--- config.mk ---
export PLATFORM = sky130hd
export DESIGN_NAME = mc_control_fsm_flat
export DESIGN_NICKNAME = d
export VERILOG_FILES = /design/src/rtl/mc_pkg.sv /design/src/rtl/mc_control_fsm_if.sv /design/src/rtl/mc_decode.sv /design/src/rtl/mc_control_fsm.sv /design/src/flat_wrapper.sv
export SDC_FILE = /design/constraint.sdc
export NUM_CORES = 1
export LEC_CHECK = 0
export ABC_AREA = 1
export ABC_CLOCK_PERIOD_IN_PS = 2500
export CORE_MARGIN = 2
export CORE_UTILIZATION = 35
export DETAILED_ROUTE_END_ITERATION = 8
export GPL_TIMING_DRIVEN = 0
export PLACE_DENSITY = 0.6
export SYNTH_ARGS = -nofsm -noshare
export SYNTH_HDL_FRONTEND = slang
export SYNTH_SLANG_ARGS = --single-unit
--- constraint.sdc ---
create_clock -name clk -period 2.5 [get_ports clk]
set_input_delay 0.5 -clock clk [delete_from_list [all_inputs] [get_ports clk]]
set_output_delay 0.5 -clock clk [all_outputs]
set_load 0.02 [all_outputs]
--- src/rtl/mc_pkg.sv ---
// Shared definitions for the multi-cycle MIPS control unit.
//   state_e  : FSM state encoding (FETCH/DECODE/EXEC/MEM/WB)
//   OP_*     : instr[31:26] opcode values
//   FN_*     : instr[5:0] funct values for R-type instructions
//   ALU_*    : aluopration encodings seen by the datapath ALU
//   ctrl_t   : every datapath control bundled as one packed word
package mc_pkg;

  typedef enum logic [2:0] {
    FETCH  = 3'd0,
    DECODE = 3'd1,
    EXEC   = 3'd2,
    MEM    = 3'd3,
    WB     = 3'd4
  } state_e;

  localparam logic [5:0] OP_RTYPE = 6'h00;
  localparam logic [5:0] OP_J     = 6'h02;
  localparam logic [5:0] OP_JAL   = 6'h03;
  localparam logic [5:0] OP_BEQ   = 6'h04;
  localparam logic [5:0] OP_ADDI  = 6'h08;
  localparam logic [5:0] OP_SLTI  = 6'h0A;
  localparam logic [5:0] OP_LW    = 6'h23;
  localparam logic [5:0] OP_SW    = 6'h2B;

  localparam logic [5:0] FN_JR  = 6'h08;
  localparam logic [5:0] FN_ADD = 6'h20;
  localparam logic [5:0] FN_SUB = 6'h22;
  localparam logic [5:0] FN_AND = 6'h24;
  localparam logic [5:0] FN_OR  = 6'h25;
  localparam logic [5:0] FN_SLT = 6'h2A;

  localparam logic [2:0] ALU_AND = 3'b000;
  localparam logic [2:0] ALU_OR  = 3'b001;
  localparam logic [2:0] ALU_ADD = 3'b010;
  localparam logic [2:0] ALU_SUB = 3'b110;
  localparam logic [2:0] ALU_SLT = 3'b111;

  typedef struct packed {
    logic       ir_en;
    logic       pc_en;
    logic       selreg;
    logic       regdst;
    logic       alusrc;
    logic       memread;
    logic       memwrite;
    logic       regwrite;
    logic       memtoreg;
    logic       pcsrc;
    logic       jal;
    logic       jr;
    logic       jmp;
    logic [2:0] aluop;
  } ctrl_t;

  function automatic logic is_mem_op(input logic [5:0] op);
    return (op == OP_LW) || (op == OP_SW);
  endfunction

  // ALU operation for the five arithmetic R-type functs; others map to ADD.
  function automatic logic [2:0] alu_of_funct(input logic [5:0] fn);
    logic [2:0] r;
    case (fn)
      FN_SUB:  r = ALU_SUB;
      FN_AND:  r = ALU_AND;
      FN_OR:   r = ALU_OR;
      FN_SLT:  r = ALU_SLT;
      default: r = ALU_ADD;
    endcase
    return r;
  endfunction

endpackage

--- src/rtl/mc_control_fsm_if.sv ---
// Control/status bundle between mc_control_fsm and the MIPS datapath.
//   master : control unit side (consumes opcode/opr/zero/mem_ready,
//            drives all datapath controls and status outputs)
//   slave  : datapath / memory side
interface mc_control_fsm_if #(
  parameter int unsigned CNT_W = 32
);
  logic [5:0]       opcode;
  logic [5:0]       opr;
  logic             zero;
  logic             mem_ready;
  logic             ir_en;
  logic             pc_en;
  logic             selreg;
  logic             regdst;
  logic             alusrc;
  logic             memread;
  logic             memwrite;
  logic             regwrite;
  logic             memtoreg;
  logic             pcsrc;
  logic             jal;
  logic             jr;
  logic             jmp;
  logic [2:0]       aluopration;
  logic             illegal;
  logic             mem_timeout;
  logic [CNT_W-1:0] instret;

  modport master (
    input  opcode, opr, zero, mem_ready,
    output ir_en, pc_en, selreg, regdst, alusrc, memread, memwrite,
           regwrite, memtoreg, pcsrc, jal, jr, jmp, aluopration,
           illegal, mem_timeout, instret
  );

  modport slave (
    output opcode, opr, zero, mem_ready,
    input  ir_en, pc_en, selreg, regdst, alusrc, memread, memwrite,
           regwrite, memtoreg, pcsrc, jal, jr, jmp, aluopration,
           illegal, mem_timeout, instret
  );
endinterface

--- src/rtl/mc_decode.sv ---
// Combinational control decode for the multi-cycle MIPS control unit.
//   state   : current FSM state
//   opcode  : latched instr[31:26]
//   funct   : latched instr[5:0]
//   zero    : live ALU zero flag (only feeds pcsrc on beq)
//   ctrl    : Moore datapath controls for this state/instruction
//   illegal : high in EXEC for an undecodable instruction
// The MEM-state pc_en (which depends on mem_ready / timeout) is added by
// the top level; here MEM only carries the address-phase controls.
module mc_decode
  import mc_pkg::*;
(
  input  state_e     state,
  input  logic [5:0] opcode,
  input  logic [5:0] funct,
  input  logic       zero,
  output ctrl_t      ctrl,
  output logic       illegal
);

  always_comb begin
    ctrl    = '0;
    illegal = 1'b0;
    case (state)
      FETCH: ctrl.ir_en = 1'b1;
      DECODE: ;
      EXEC: begin
        ctrl.pc_en = 1'b1;
        case (opcode)
          OP_RTYPE: begin
            case (funct)
              FN_ADD, FN_SUB, FN_AND, FN_OR, FN_SLT: begin
                ctrl.regdst   = 1'b1;
                ctrl.regwrite = 1'b1;
                ctrl.aluop    = alu_of_funct(funct);
              end
              FN_JR: begin
                ctrl.jmp   = 1'b1;
                ctrl.jr    = 1'b1;
                ctrl.aluop = ALU_ADD;
              end
              default: illegal = 1'b1;
            endcase
          end
          OP_ADDI: begin
            ctrl.alusrc   = 1'b1;
            ctrl.regwrite = 1'b1;
            ctrl.aluop    = ALU_ADD;
          end
          OP_SLTI: begin
            ctrl.alusrc   = 1'b1;
            ctrl.regwrite = 1'b1;
            ctrl.aluop    = ALU_SLT;
          end
          OP_BEQ: begin
            ctrl.aluop = ALU_SUB;
            ctrl.pcsrc = zero;
          end
          OP_J: ctrl.jmp = 1'b1;
          OP_JAL: begin
            ctrl.jmp      = 1'b1;
            ctrl.jal      = 1'b1;
            ctrl.selreg   = 1'b1;
            ctrl.regwrite = 1'b1;
          end
          default: illegal = 1'b1;
        endcase
      end
      MEM: begin
        ctrl.alusrc   = 1'b1;
        ctrl.aluop    = ALU_ADD;
        ctrl.memread  = (opcode == OP_LW);
        ctrl.memwrite = (opcode == OP_SW);
      end
      WB: begin
        ctrl.memtoreg = 1'b1;
        ctrl.regwrite = 1'b1;
        ctrl.alusrc   = 1'b1;
        ctrl.aluop    = ALU_ADD;
        ctrl.pc_en    = 1'b1;
      end
      default: ;
    endcase
  end

endmodule

--- src/rtl/mc_control_fsm.sv ---
// Multi-cycle control unit sitting directly upstream of the MIPS datapath.
// One FSM pass (FETCH -> DECODE -> EXEC | MEM [-> WB]) per instruction.
//   clk          : rising-edge clock
//   rst          : asynchronous active-low reset
//   bus (master) : opcode/opr/zero/mem_ready in; all datapath controls,
//                  illegal / mem_timeout pulses and instret count out
// Parameters:
//   MEM_TIMEOUT  : cycles to wait for mem_ready before aborting (>= 1)
//   CNT_W        : retired-instruction counter width
module mc_control_fsm
  import mc_pkg::*;
#(
  parameter int unsigned MEM_TIMEOUT = 255,
  parameter int unsigned CNT_W       = 32
) (
  input  logic               clk,
  input  logic               rst,
  mc_control_fsm_if.master   bus
);

  localparam int unsigned WAIT_W = (MEM_TIMEOUT < 2) ? 1 : $clog2(MEM_TIMEOUT + 1);
  localparam logic [WAIT_W-1:0] WAIT_LAST = WAIT_W'(MEM_TIMEOUT - 1);

  state_e            state_q, state_d;
  logic [5:0]        op_q, op_d;
  logic [5:0]        fn_q, fn_d;
  logic [WAIT_W-1:0] wait_q, wait_d;
  logic [CNT_W-1:0]  instret_q, instret_d;

  ctrl_t dec_ctrl;
  ctrl_t ctrl;
  ctrl_t ctrl_out;
  logic  dec_illegal;
  logic  timeout_hit;

  mc_decode u_decode (
    .state   (state_q),
    .opcode  (op_q),
    .funct   (fn_q),
    .zero    (bus.zero),
    .ctrl    (dec_ctrl),
    .illegal (dec_illegal)
  );

  always_comb begin
    state_d     = state_q;
    op_d        = op_q;
    fn_d        = fn_q;
    wait_d      = wait_q;
    instret_d   = instret_q;
    ctrl        = dec_ctrl;
    timeout_hit = 1'b0;

    case (state_q)
      FETCH: state_d = DECODE;
      DECODE: begin
        op_d    = bus.opcode;
        fn_d    = bus.opr;
        // Branch on the live opcode: the latched copy is only valid next cycle.
        state_d = is_mem_op(bus.opcode) ? MEM : EXEC;
      end
      EXEC: state_d = FETCH;
      MEM: begin
        // mem_ready is checked first so it wins over a coincident timeout.
        if (bus.mem_ready) begin
          wait_d = '0;
          if (op_q == OP_LW) begin
            state_d = WB;
          end else begin
            ctrl.pc_en = 1'b1;
            state_d    = FETCH;
          end
        end else if (wait_q == WAIT_LAST) begin
          // This idle cycle brings the count to MEM_TIMEOUT: abort.
          timeout_hit = 1'b1;
          ctrl.pc_en  = 1'b1;
          wait_d      = '0;
          state_d     = FETCH;
        end else begin
          wait_d = wait_q + 1'b1;
        end
      end
      WB: state_d = FETCH;
      default: state_d = FETCH;
    endcase

    if (ctrl.pc_en && !dec_illegal && !timeout_hit) begin
      instret_d = instret_q + 1'b1;
    end
  end

  always_ff @(posedge clk or negedge rst) begin
    if (!rst) begin
      state_q   <= FETCH;
      op_q      <= '0;
      fn_q      <= '0;
      wait_q    <= '0;
      instret_q <= '0;
    end else begin
      state_q   <= state_d;
      op_q      <= op_d;
      fn_q      <= fn_d;
      wait_q    <= wait_d;
      instret_q <= instret_d;
    end
  end

  // Outputs are forced low while reset is held, so an in-flight memory
  // access is dropped immediately rather than at the next clock.
  always_comb begin
    ctrl_out = rst ? ctrl : '0;
  end

  assign bus.ir_en       = ctrl_out.ir_en;
  assign bus.pc_en       = ctrl_out.pc_en;
  assign bus.selreg      = ctrl_out.selreg;
  assign bus.regdst      = ctrl_out.regdst;
  assign bus.alusrc      = ctrl_out.alusrc;
  assign bus.memread     = ctrl_out.memread;
  assign bus.memwrite    = ctrl_out.memwrite;
  assign bus.regwrite    = ctrl_out.regwrite;
  assign bus.memtoreg    = ctrl_out.memtoreg;
  assign bus.pcsrc       = ctrl_out.pcsrc;
  assign bus.jal         = ctrl_out.jal;
  assign bus.jr          = ctrl_out.jr;
  assign bus.jmp         = ctrl_out.jmp;
  assign bus.aluopration = ctrl_out.aluop;
  assign bus.illegal     = rst & dec_illegal;
  assign bus.mem_timeout = rst & timeout_hit;
  assign bus.instret     = instret_q;

endmodule

--- src/flat_wrapper.sv ---
// flat-port wrapper written by rule: the top's interface ports become plain ports
module mc_control_fsm_flat import mc_pkg::*;
#(
  parameter int unsigned MEM_TIMEOUT = 255,
  parameter int unsigned CNT_W       = 32
)
  (clk, rst, bus_opcode, bus_opr, bus_zero, bus_mem_ready, bus_ir_en, bus_pc_en, bus_selreg, bus_regdst, bus_alusrc, bus_memread, bus_memwrite, bus_regwrite, bus_memtoreg, bus_pcsrc, bus_jal, bus_jr, bus_jmp, bus_aluopration, bus_illegal, bus_mem_timeout, bus_instret);
  mc_control_fsm_if #(.CNT_W(CNT_W)) bus_i ();
  input  logic clk;
  input  logic rst;
  input wire logic [$bits(bus_i.opcode)-1:0] bus_opcode;
  input wire logic [$bits(bus_i.opr)-1:0] bus_opr;
  input wire logic [$bits(bus_i.zero)-1:0] bus_zero;
  input wire logic [$bits(bus_i.mem_ready)-1:0] bus_mem_ready;
  output wire logic [$bits(bus_i.ir_en)-1:0] bus_ir_en;
  output wire logic [$bits(bus_i.pc_en)-1:0] bus_pc_en;
  output wire logic [$bits(bus_i.selreg)-1:0] bus_selreg;
  output wire logic [$bits(bus_i.regdst)-1:0] bus_regdst;
  output wire logic [$bits(bus_i.alusrc)-1:0] bus_alusrc;
  output wire logic [$bits(bus_i.memread)-1:0] bus_memread;
  output wire logic [$bits(bus_i.memwrite)-1:0] bus_memwrite;
  output wire logic [$bits(bus_i.regwrite)-1:0] bus_regwrite;
  output wire logic [$bits(bus_i.memtoreg)-1:0] bus_memtoreg;
  output wire logic [$bits(bus_i.pcsrc)-1:0] bus_pcsrc;
  output wire logic [$bits(bus_i.jal)-1:0] bus_jal;
  output wire logic [$bits(bus_i.jr)-1:0] bus_jr;
  output wire logic [$bits(bus_i.jmp)-1:0] bus_jmp;
  output wire logic [$bits(bus_i.aluopration)-1:0] bus_aluopration;
  output wire logic [$bits(bus_i.illegal)-1:0] bus_illegal;
  output wire logic [$bits(bus_i.mem_timeout)-1:0] bus_mem_timeout;
  output wire logic [$bits(bus_i.instret)-1:0] bus_instret;
  assign bus_i.opcode = bus_opcode;
  assign bus_i.opr = bus_opr;
  assign bus_i.zero = bus_zero;
  assign bus_i.mem_ready = bus_mem_ready;
  assign bus_ir_en = bus_i.ir_en;
  assign bus_pc_en = bus_i.pc_en;
  assign bus_selreg = bus_i.selreg;
  assign bus_regdst = bus_i.regdst;
  assign bus_alusrc = bus_i.alusrc;
  assign bus_memread = bus_i.memread;
  assign bus_memwrite = bus_i.memwrite;
  assign bus_regwrite = bus_i.regwrite;
  assign bus_memtoreg = bus_i.memtoreg;
  assign bus_pcsrc = bus_i.pcsrc;
  assign bus_jal = bus_i.jal;
  assign bus_jr = bus_i.jr;
  assign bus_jmp = bus_i.jmp;
  assign bus_aluopration = bus_i.aluopration;
  assign bus_illegal = bus_i.illegal;
  assign bus_mem_timeout = bus_i.mem_timeout;
  assign bus_instret = bus_i.instret;
  mc_control_fsm #(.MEM_TIMEOUT(MEM_TIMEOUT), .CNT_W(CNT_W)) u_core (.clk(clk), .rst(rst), .bus(bus_i));
endmodule
Yosys cells after proc, flatten, opt, wreduce, memory -nomap -nowiden
Cells that the tools add are included.
- $add $sub $neg: 2
- eq/ne operators: 21
- muxes and demuxes: 39
- bitwise operators: 2
- reduce and logical (&&, ||, !) cells: 15
- operators with widths (operator ; count):
    6-bit equality test (second input constant) ; 9
    32-bit by 1-bit adder with 32-bit output (second input constant) ; 1
    3-bit one-hot mux with 4 select lines ; 2
    1-bit two-way mux ; 19
    6-bit by 4-bit equality test with 1-bit output (second input constant) ; 3
    16-bit two-way mux ; 1
    8-bit two-way mux ; 2
    6-bit by 2-bit equality test with 1-bit output (second input constant) ; 2
    3-bit one-hot mux with 2 select lines ; 2
    1-bit one-hot mux with 2 select lines ; 5
    5-bit OR reduction ; 2
    3-bit two-way mux ; 3
    3-bit one-hot mux with 3 select lines ; 1
    8-bit by 1-bit adder with 8-bit output (second input constant) ; 1
    8-bit equality test (second input constant) ; 1
    2-bit OR reduction ; 4
    3-bit by 2-bit equality test with 1-bit output (second input constant) ; 2
    6-bit by 3-bit equality test with 1-bit output (second input constant) ; 1
    6-bit zero test ; 1
    2-bit two-way mux ; 3
    6-bit OR reduction ; 1
    4-bit two-way mux ; 1
    3-bit by 1-bit equality test with 1-bit output (second input constant) ; 1
    3-bit equality test (second input constant) ; 1
    other kinds (7) ; 10
- register bits: 55
- word-level logic and storage cells: 84

Logic depth before layout (Yosys ltp)
Gate-level depths: netlist (run 1).
- word-level depth: 8
- gate-level depth with buffers: 11

By module
Synthesis (run 1) repeated with hierarchy kept, for this count alone.
- cells, all modules: 585
- area, all modules: 3818.7 um^2
- modules (own cells, without submodules) (module ; instances ; cells each ; area each (um^2) ; seq. area each (um^2)):
    mc_control_fsm ; 1 ; 498 ; 3373.2 ; 1376.3
    mc_decode ; 1 ; 87 ; 445.4 ; 0.0

Worst setup path after synthesis (run 1)
No wires, ideal clock.
- path type: register -> output
- start point: register u_core.wait_q[2]
- end point: output port bus_pc_en
- arrival time: 1.540 ns
- required time: 2.000 ns
- path slack: 0.460 ns
- cell stages (with the launch flop): 7
- path buffers: 0
- path through: dfrtp_1 -> nand2_1 -> nor3_4 -> nand4_1 -> nand2_1 -> inv_1 -> nor3_1
- word-level cells in the longest chain between the ends: 5
- RTL lines (item ; RTL line ; source):
    start, declared ; mc_control_fsm.sv:27 ; logic [WAIT_W-1:0] wait_q, wait_d;
    start signal, assigned ; mc_control_fsm.sv:103 ; wait_q <= wait_d;
    8-bit equality test ; mc_control_fsm.sv:73 ; end else if (wait_q == WAIT_LAST) begin
    1-bit two-way mux ; mc_control_fsm.sv:73 ;
    1-bit two-way mux ; mc_control_fsm.sv:65 ; if (bus.mem_ready) begin
    1-bit two-way mux ; mc_control_fsm.sv:54 ; case (state_q)
    16-bit two-way mux ; mc_control_fsm.sv:111 ; ctrl_out = rst ? ctrl : '0;
    end, declared ; flat_wrapper.sv:16 ; output wire logic [$bits(bus_i.pc_en)-1:0] bus_pc_en;
No other way between the ends.

Worst setup path after layout (run 1)
- start point: register u_core.state_q[2]
- end point: output port bus_aluopration[0]
- word-level cells in the longest chain between the ends: 4
- RTL lines (item ; RTL line ; source):
    start, declared ; mc_control_fsm.sv:24 ; state_e state_q, state_d;
    start signal, assigned ; mc_control_fsm.sv:100 ; state_q <= state_d;
    3-bit equality test / 3-bit by 2-bit equality test with 1-bit output (equally long branches) ; mc_decode.sv:24 ; case (state)
    2-bit OR reduction (no line) ; - ;
    3-bit one-hot mux with 2 select lines (*) ; mc_decode.sv:24 ;
    16-bit two-way mux (*) ; mc_control_fsm.sv:111 ;
    end, declared ; flat_wrapper.sv:28 ; output wire logic [$bits(bus_i.aluopration)-1:0] bus_aluopration;
Mark *: on every way between the ends. The rest lies on a longest branch, timed or not.

==> impl_metrics.json, run 1 <==
{
  "status": "completed",
  "dr.pass1.iters": 4,
  "relSlewSlack": 0.662,
  "fin_crit_sh": 0.951,
  "drive_gt1_frac": 0.0752,
  "overflow": 0,
  "cp_max_fo": 4,
  "setup_tns_ps": 0,
  "synth-simple-area-share": 0.459,
  "fill_cells": 1025,
  "vias_per_cell": 4.89,
  "ant_nets": 0,
  "p_sw_frac": 0.454,
  "max_freq_ghz": 0.421,
  "cts_tree": "yes",
  "die_w_um": 105,
  "die_y_um": 105,
  "pwr-share-comb": 0.472,
  "clock_skew_ps": 4.22,
  "track_usage": 0.187,
  "dr_total_vias": 3646,
  "synth_area_um2": 3580,
  "synthCells": 531,
  "ys_seq_elements": 55,
  "post_synth_num_cell_types": 30,
  "clkTransAtPathRegs_ps": 100,
  "initial_core_util": 0.363,
  "drt_iter0_drc": 105,
  "synth_edf_count": 0,
  "htreeDepth": 2,
  "route.detailed.drc": 0,
  "final_nets": 630,
  "power.net_switching_mw": 1.51,
  "grt_pass1_vias": 3720,
  "ir_drop_uv": 314,
  "area_growth_pct": 28.3,
  "synth_top_family_by_area": "simple AND/OR/NAND/NOR gates",
  "wl_mm": 9.83,
  "synth_xor_area_frac": 0.0416,
  "fin_area_um2": 4590,
  "hp-class": "input pin to asynchronous set/reset pin",
  "p_leak_nw": 2.20,
  "grt_pass1_wl_mm": 17.0,
  "synth_mux_area_frac": 0,
  "seqPwrFrac": 0.383,
  "antenna_found_initial": 0,
  "crit_required_ps": 2000,
  "coreArea_um2": 9860,
  "tightest_slew_ps": 505,
  "rsz0062_at_grt": "yes",
  "ys.flop_type": "dfrtp_1",
  "synthAdderAreaFrac": 0.0105,
  "dp_hpwl_mm": 7.64,
  "finalHoldViolCount": 0,
  "max_cap_violations": 0,
  "grt_max_degree": 21,
  "synth_compound_gate_area_share": 0.0430,
  "rr_worst_depth": 10,
  "p_total_mw": 3.32,
  "dieArea_um2": 11100,
  "clk_latency_ps": 300,
  "async_reset_ff_frac": 1.00,
  "synth.top_cell.area_share": 0.384,
  "path_class": "flop to primary output",
  "layout_common_cells": "nand2_1, nor2_1, dfrtp_1",
  "cp-end-kind": "primary output",
  "clk_path_buf_depth": 2,
  "power.density_nw_per_um2": 722,
  "num_io_pins": 66,
  "syn_area_per_cell_um2": 6.74,
  "report.final.slew_viol_count": 0,
  "placed_area_um2": 4410,
  "synth_top_area_cell": "dfrtp_1",
  "yosys_warnings": 0,
  "cts_made_buffers": 5,
  "synth_area_leaders": "dfrtp_1, nand2_1, nor2_1",
  "rows": 36,
  "routedWlPerCell_um": 13.2,
  "internal-power_mw": 1.81,
  "syn_nets": 550,
  "cts.sink_count": 55,
  "start_kind": "flop",
  "cts_root_buf": "clkbuf_8",
  "portBuffers": 65,
  "clkPwrFrac": 0.146,
  "worstPathArrival_ps": 1880,
  "layout_commonest_cell": "nand2_1",
  "ys_seq_area_frac": 0.384,
  "gp_congestion": 0.921,
  "antenna_cells": 0,
  "setup_violations": 0,
  "fin_crit_ps": 2380
}
synthesized netlist by cell type, drive strengths merged (3+ instances only):
cell type,count
xor2,12
o22ai,3
nand3b,15
a21oi,7
nand3,51
nand4,9
buf,10
inv,35
nor2,88
nand2,213
xnor2,5
o21ai,15
nor3,4
ha,3
dfrtp,55
final timing paths:
check | start | to | slack, ps
worst max-delay path | u_core.state_q[2] | bus_aluopration[0] | 120
worst min-delay path | rst | u_core.bus.instret[9] | 110
worst max register to register | u_core.bus.instret[0] | u_core.bus.instret[30] | 370
worst min register to register | u_core.bus.instret[31] | u_core.bus.instret[31] | 550
max in group asynchronous | rst | u_core.bus.instret[24] | 1460
min in group clk | u_core.bus.instret[31] | u_core.bus.instret[31] | 550
logic make-up (layout without fill, tap and decap cells):
group / count (synthesis) / in the layout
buffers and inverters: 46 / 127
AOI/OAI and AO/OA: 28 / 28
and+or+nand+nor: 382 / 382
xor gates and xnor gates: 17 / 17
DFF: 55 / 55
adders and majority gates: 3 / 3
metrics by stage:
stage / utilization / setup WS, ps / hold slack [ps] / std cells
6_report: 0.466 / 123 / 109 / 745
5_1_grt: 0.466 / -28.1 / 99.9 / 745
3_3_place_gp: 0.446 / -2680 / 512 / 729
4_1_cts: 0.465 / 21.3 / 102 / 744
3_5_place_dp: 0.447 / -622 / 472 / 730
2_1_floorplan: - / 460 / 204 / 531
timing repair:
action | 4_1_cts | 5_1_grt
gates cloned | 1 | 0
hold buffers | 2 | 0
hold endpoints to repair | 11 | 0
gates resized for setup | 26 | 16
pin swaps | 4 | 1
setup endpoints to repair | 18 | 9
buffers inserted | 4 | 1
per-layer routing:
layer  share of wire  GRT usage  vias up  routed length (µm)
li1                -          -     1856                   -
met1            0.46      0.234     1695                4500
met2            0.49      0.332       79                4780
met3           0.038     0.0337       16                 373
met4           0.017     0.0457        0                 167
met5               0          0        -                   0
worst max-delay path, stage by stage, from the launching register on:
cell	delay, ps
dfrtp_1	430
inv_1	150
nand4_1	220
inv_1	150
o21ai_0	120
a21oi_1	170
clkdlybuf4s15_1	320
sequential cells by signal, indices dropped and copies added, names as in the netlist:
register / count
u_core.bus.instret: 32
u_core.fn_q: 6
u_core.op_q: 6
u_core.state_q: 3
u_core.wait_q: 8
power groups by stage:
stage          Sequential (mW)  Clock, mW  Combinational [mW]
2_1_floorplan             1.27          0                1.04
3_3_place_gp              1.27          0                1.50
3_5_place_dp              1.27          0                1.54
4_1_cts                   1.26      0.514                1.57
5_1_grt                   1.29      0.542                1.75
6_report                  1.27      0.484                1.57
final cells by class:
| type | count | area [µm²] | area share |
|---|---|---|---|
| well taps | 133 | 166 | 0.0362 |
| flip-flops and latches | 55 | 1380 | 0.300 |
| inverters | 35 | 134 | 0.0291 |
| multi-input cells | 430 | 2010 | 0.438 |
| repair buffers | 74 | 741 | 0.161 |
| plain buffers | 10 | 82.6 | 0.0180 |
| clock inverters | 3 | 15.0 | 0.00327 |
| clock buffers | 5 | 68.8 | 0.0150 |
No activity file was read; power rests on OpenSTA's default activity.
==> run 2: changes to the inputs <==
==> constraint.sdc (replaced) <==
create_clock -name clk -period 2.5 [get_ports clk]
set_input_delay 0.25 -clock clk [delete_from_list [all_inputs] [get_ports clk]]
set_output_delay 0.25 -clock clk [all_outputs]
set_load 0.02 [all_outputs]
==> run 2 against run 1 <==
Non-clock buffer count down 2. Global-route usage decreased by 0.20 points. Combinational power about the same. Sequential share of layout area grew 0.13 points. Fmax rose by 0.90%. Wire length decreased by 0.71%. Critical endpoint is now bus_selreg. Largest cell class unchanged. Largest power group unchanged.
==> impl_metrics.json, run 2 (synthesized netlist as in run 1, its figures left out) <==
{
  "fin_crit_ps": 2360,
  "cp-end-kind": "primary output",
  "portBuffers": 65,
  "cts.sink_count": 55,
  "routedWlPerCell_um": 13.1,
  "report.final.slew_viol_count": 0,
  "drive_gt1_frac": 0.0689,
  "cts_made_buffers": 5,
  "grtUsageMet1": 0.237,
  "ant_nets": 0,
  "initial_core_util": 0.363,
  "setup_ws_ps": 144,
  "wl_mm": 9.76,
  "status": "completed",
  "cp_max_fo": 7,
  "largest_reg_flops": 32,
  "finalHoldViolCount": 0,
  "layout_common_cells": "nand2_1, nor2_1, clkdlybuf4s50_1, dfrtp_1, nand3_1",
  "vias_per_cell": 4.89,
  "gp_congestion": 0.921,
  "dp_hpwl_mm": 7.64,
  "worstPathArrival_ps": 2110,
  "grt_pass1_wl_mm": 16.8,
  "power.density_nw_per_um2": 722,
  "htreeDepth": 2,
  "clk_latency_ps": 310,
  "cts_root_buf": "clkbuf_8",
  "clk_path_buf_depth": 2,
  "grt_pass1_vias": 3661,
  "placed_cells": 730,
  "crit_required_ps": 2250,
  "fin_crit_sh": 0.942,
  "antenna_cells": 0,
  "fill_cells": 1014,
  "clock_skew_ps": 6.30,
  "track_usage": 0.185,
  "grt_use_met3": 0.0343,
  "overflow": 0,
  "final_nets": 628,
  "pre_cts_ws_ps": -122,
  "dr_total_vias": 3634,
  "rows": 36,
  "die_w_um": 105,
  "relSlewSlack": 0.484,
  "fin_cells": 743,
  "grt_max_degree": 38,
  "dieArea_um2": 11100,
  "num_io_pins": 66,
  "antenna_found_initial": 0,
  "layout_commonest_cell": "nand2_1",
  "path_class": "flop to primary output",
  "p_leak_nw": 2.21,
  "ir_drop_uv": 323,
  "p_total_mw": 3.30,
  "dr.pass1.iters": 4,
  "max_cap_violations": 0,
  "grtUsageMet2": 0.324,
  "die_y_um": 105,
  "setup_violations": 0,
  "tightest_slew_ps": 771,
  "grt.busiest_layer": "met2",
  "coreArea_um2": 9860,
  "cts_tree": "yes",
  "start_kind": "flop",
  "route.detailed.drc": 0,
  "area_growth_pct": 27.7,
  "drt_iter0_drc": 120,
  "max_freq_ghz": 0.424,
  "hp-class": "input pin to asynchronous set/reset pin",
  "clkTransAtPathRegs_ps": 100
}
-- run 2: changes by cell type in the layout (fill, tap and decap cells not counted), moves of 2 or more --
| cell | before | now |
|---|---|---|
| nor2_2 | 3 | 5 |
| dlygate4sd2_1 | 8 | 2 |
| clkdlybuf4s50_1 | 48 | 55 |
| dlymetal6s2s_1 | 1 | 5 |
| buf_12 | 0 | 2 |
| clkbuf_2 | 4 | 1 |
-- run 2: worst max-delay path, cell delays in order, from the launching register on --
cell             delay, ps
dfrtp_1                440
inv_1                  130
nand4_1                280
nor2_2                 240
buf_4                  120
clkdlybuf4s50_1        590
-- run 2: area by class of cell --
type	instances	area (µm²)	area share
clock inverter	3	15.0	0.00328
sequential	55	1380	0.301
tap	133	166	0.0364
clock buffer	5	68.8	0.0150
buffer	11	90.1	0.0197
timing repair buffer	71	726	0.159
inverter	35	131	0.0287
multi-input combinational	430	2000	0.437
-- run 2: layer usage --
metal,up-vias,wire [µm],share of wire
met4,0,170,0.017
li1,1845,-,-
met2,91,4720,0.48
met1,1682,4420,0.45
met3,16,448,0.046
met5,-,0,0
-- run 2: worst paths after layout --
path | to | slack, ps | from | cells after the start
max in group asynchronous | u_core.bus.instret[24] | 1450 | rst | 2
setup reg to reg | u_core.bus.instret[30] | 360 | u_core.bus.instret[0] | 10
setup / recovery | bus_selreg | 140 | u_core.state_q[2] | 5
min in group clk | u_core.fn_q[0] | 490 | bus_opr[0] | 3
hold reg to reg | u_core.bus.instret[31] | 550 | u_core.bus.instret[31] | 2
hold / removal | u_core.bus.instret[2] | 3 | rst | 3
-- run 2: where the power goes --
group	switching [mW]	total (mW)	leakage [nW]	internal, mW
Clock	0.294	0.487	0.0477	0.193
Combinational	0.999	1.56	1.42	0.556
Sequential	0.203	1.26	0.738	1.06
Total	1.50	3.30	2.21	1.81
-- run 2: repair_timing --
item	in CTS	in global routing
cloned	0	0
gates resized for setup	7	11
buffers inserted	0	3
setup endpoints to repair	7	9
endpoints found under the hold margin	18	0
pin swaps	0	1
hold buffers	2	0
-- run 2: metrics by stage --
stage / setup TNS [ps] / utilization / cell area (µm²) / hold slack (ps)
2_1_floorplan: 0 / - / 3580 / -45.6
6_report: 0 / 0.464 / 4570 / 3.22
3_5_place_dp: -273 / 0.447 / 4410 / 222
5_1_grt: -19.5 / 0.464 / 4570 / 18.8
3_3_place_gp: -69390 / 0.446 / 4400 / 512
4_1_cts: 0 / 0.460 / 4530 / 7.28
==> run 3: changes to the inputs <==
--- a/config.mk
+++ b/config.mk
@@ -7,6 +7,7 @@
 export LEC_CHECK = 0
 export ABC_AREA = 1
 export ABC_CLOCK_PERIOD_IN_PS = 2500
+export CORE_ASPECT_RATIO = 1.75
 export CORE_MARGIN = 2
 export CORE_UTILIZATION = 35
 export DETAILED_ROUTE_END_ITERATION = 8
==> constraint.sdc (replaced) <==
create_clock -name clk -period 2.5 [get_ports clk]
set_input_delay 0.625 -clock clk [delete_from_list [all_inputs] [get_ports clk]]
set_output_delay 0.625 -clock clk [all_outputs]
set_load 0.02 [all_outputs]
==> run 3 against run 2 <==
Die area rose by 0.28%. Via count is 1.1% higher. Combinational power is 8% higher. Non-clock buffer count rose by 6. Worst hold slack improved by 150 ps. Clock skew is 1.2 ps lower. Critical path type is now input pin to primary output. Largest cell class unchanged.
==> impl_metrics.json, run 3 (synthesized netlist as in run 1, its figures left out) <==
{
  "status": "completed",
  "largest_reg_flops": 32,
  "p_leak_nw": 2.24,
  "htreeDepth": 2,
  "cts_made_buffers": 5,
  "holdBufCountCts": 0,
  "finalHoldViolCount": 0,
  "drt_iter0_drc": 200,
  "clkPwrFrac": 0.222,
  "max_freq_ghz": 0.418,
  "seqPwrFrac": 0.334,
  "path_class": "input pin to primary output",
  "clk_path_buf_depth": 2,
  "power.density_nw_per_um2": 810,
  "tightest_slew_ps": 506,
  "pre_cts_ws_ps": -875,
  "portBuffers": 65,
  "overflow": 0,
  "num_io_pins": 66,
  "cts.sink_count": 55,
  "fill_cells": 1004,
  "setup_violations": 0,
  "ant_nets": 0,
  "dp_hpwl_mm": 8.06,
  "dr.pass1.iters": 5,
  "drive_gt1_frac": 0.102,
  "die_y_um": 138,
  "p_sw_frac": 0.423,
  "relSlewSlack": 0.662,
  "die_w_um": 80.5,
  "area_growth_pct": 30.6,
  "wl_mm": 10.4,
  "route.detailed.drc": 0,
  "coreArea_um2": 9910,
  "antenna_found_initial": 0,
  "gp_congestion": 0.975,
  "cts_tree": "yes",
  "layout_commonest_cell": "nand2_1",
  "internal-power_mw": 2.18,
  "start_kind": "input pin",
  "p_total_mw": 3.79,
  "cts_root_buf": "clkbuf_16",
  "dr_total_vias": 3674,
  "clock_skew_ps": 5.10,
  "grt_pass1_vias": 3559,
  "final_nets": 634,
  "fin_crit_ps": 2390,
  "rsz0062_at_grt": "no",
  "worstPathArrival_ps": 1770,
  "fin_area_um2": 4680,
  "fin_crit_sh": 0.958,
  "report.final.slew_viol_count": 0,
  "layout_common_cells": "nand2_1, nor2_1, dfrtp_1",
  "dieArea_um2": 11100,
  "routedWlPerCell_um": 14.0,
  "max_cap_violations": 0,
  "crit_required_ps": 1880,
  "clkTransAtPathRegs_ps": 70,
  "grt_pass1_wl_mm": 16.5,
  "grt_max_degree": 34,
  "rows": 48,
  "initial_core_util": 0.361,
  "ir_drop_uv": 553,
  "cp-end-kind": "primary output",
  "vias_per_cell": 4.96,
  "power.net_switching_mw": 1.60,
  "setup_ws_ps": 106,
  "pwr-share-comb": 0.444,
  "setup_tns_ps": 0,
  "antenna_cells": 0,
  "hp-class": "input pin to asynchronous set/reset pin",
  "cp_max_fo": 3,
  "clk_latency_ps": 300,
  "placed_area_um2": 4400,
  "track_usage": 0.194
}
==> run 3: cell count changes in the layout (fill, tap and decap cells not counted), sizes merged <==
cell,before,now
dlygate4sd2,2,6
buf,16,26
bufinv,0,1
dlymetal6s2s,5,1
dlygate4sd3,1,0
clkinv,3,1
clkdlybuf4s50,55,47
clkbuf,7,13
==> run 3: what timing repair did <==
action                                  4_1_cts  5_1_grt
endpoints found under the setup margin       18       12
pin swaps                                     6        4
setup buffers                                10        2
resized for setup                            37       24
gates cloned                                  0        0
==> run 3: per-layer routing <==
metal / GRT usage / part of all wire / routed length (µm) / up-vias
met5: 0 / 0 / 0 / -
met4: 0.108 / 0.046 / 482 / 0
met3: 0.0269 / 0.039 / 410 / 28
met2: 0.369 / 0.54 / 5610 / 116
met1: 0.197 / 0.38 / 3910 / 1672
li1: - / - / - / 1858
==> run 3: final cells by class <==
| cell class | count | area (µm²) | area share |
|---|---|---|---|
| clock buffers | 6 | 139 | 0.0297 |
| well taps | 125 | 156 | 0.0334 |
| plain buffers | 10 | 82.6 | 0.0177 |
| clock inverters | 2 | 35.0 | 0.00749 |
| multi-input cells | 430 | 2030 | 0.434 |
| inverters | 35 | 134 | 0.0286 |
| repair buffers | 78 | 721 | 0.154 |
| flip-flops and latches | 55 | 1380 | 0.295 |
==> run 3: worst paths after layout <==
kind	start	to	slack (ps)	depth (start not counted)
hold reg to reg	u_core.bus.instret[31]	u_core.bus.instret[31]	530	2
max in group asynchronous	rst	u_core.op_q[5]	1940	2
setup / recovery	bus_mem_ready	bus_pc_en	110	5
min in group clk	u_core.bus.instret[31]	u_core.bus.instret[31]	530	2
hold / removal	rst	u_core.wait_q[2]	160	1
setup reg to reg	u_core.bus.instret[0]	u_core.bus.instret[30]	350	10
==> run 3: worst max-delay path, cell delays in order <==
cell,delay (ps)
clkdlybuf4s50_1,470
nand4_1,170
nand2_2,90
nor3_1,200
buf_2,200
==> run 3: through the flow <==
stage,std cells,hold WS [ps],utilization
4_1_cts,739,159,0.472
6_report,741,157,0.472
3_5_place_dp,722,507,0.444
3_3_place_gp,721,499,0.443
2_1_floorplan,531,329,-
5_1_grt,741,165,0.472
==> run 3: power groups by stage <==
stage | clock network [mW] | registers [mW] | logic [mW]
finish | 0.840 | 1.27 | 1.68
global route | 0.886 | 1.30 | 1.86
CTS | 0.865 | 1.27 | 1.66
detailed placement | 0 | 1.27 | 1.57
global placement | 0 | 1.27 | 1.55
floorplan | 0 | 1.27 | 1.04
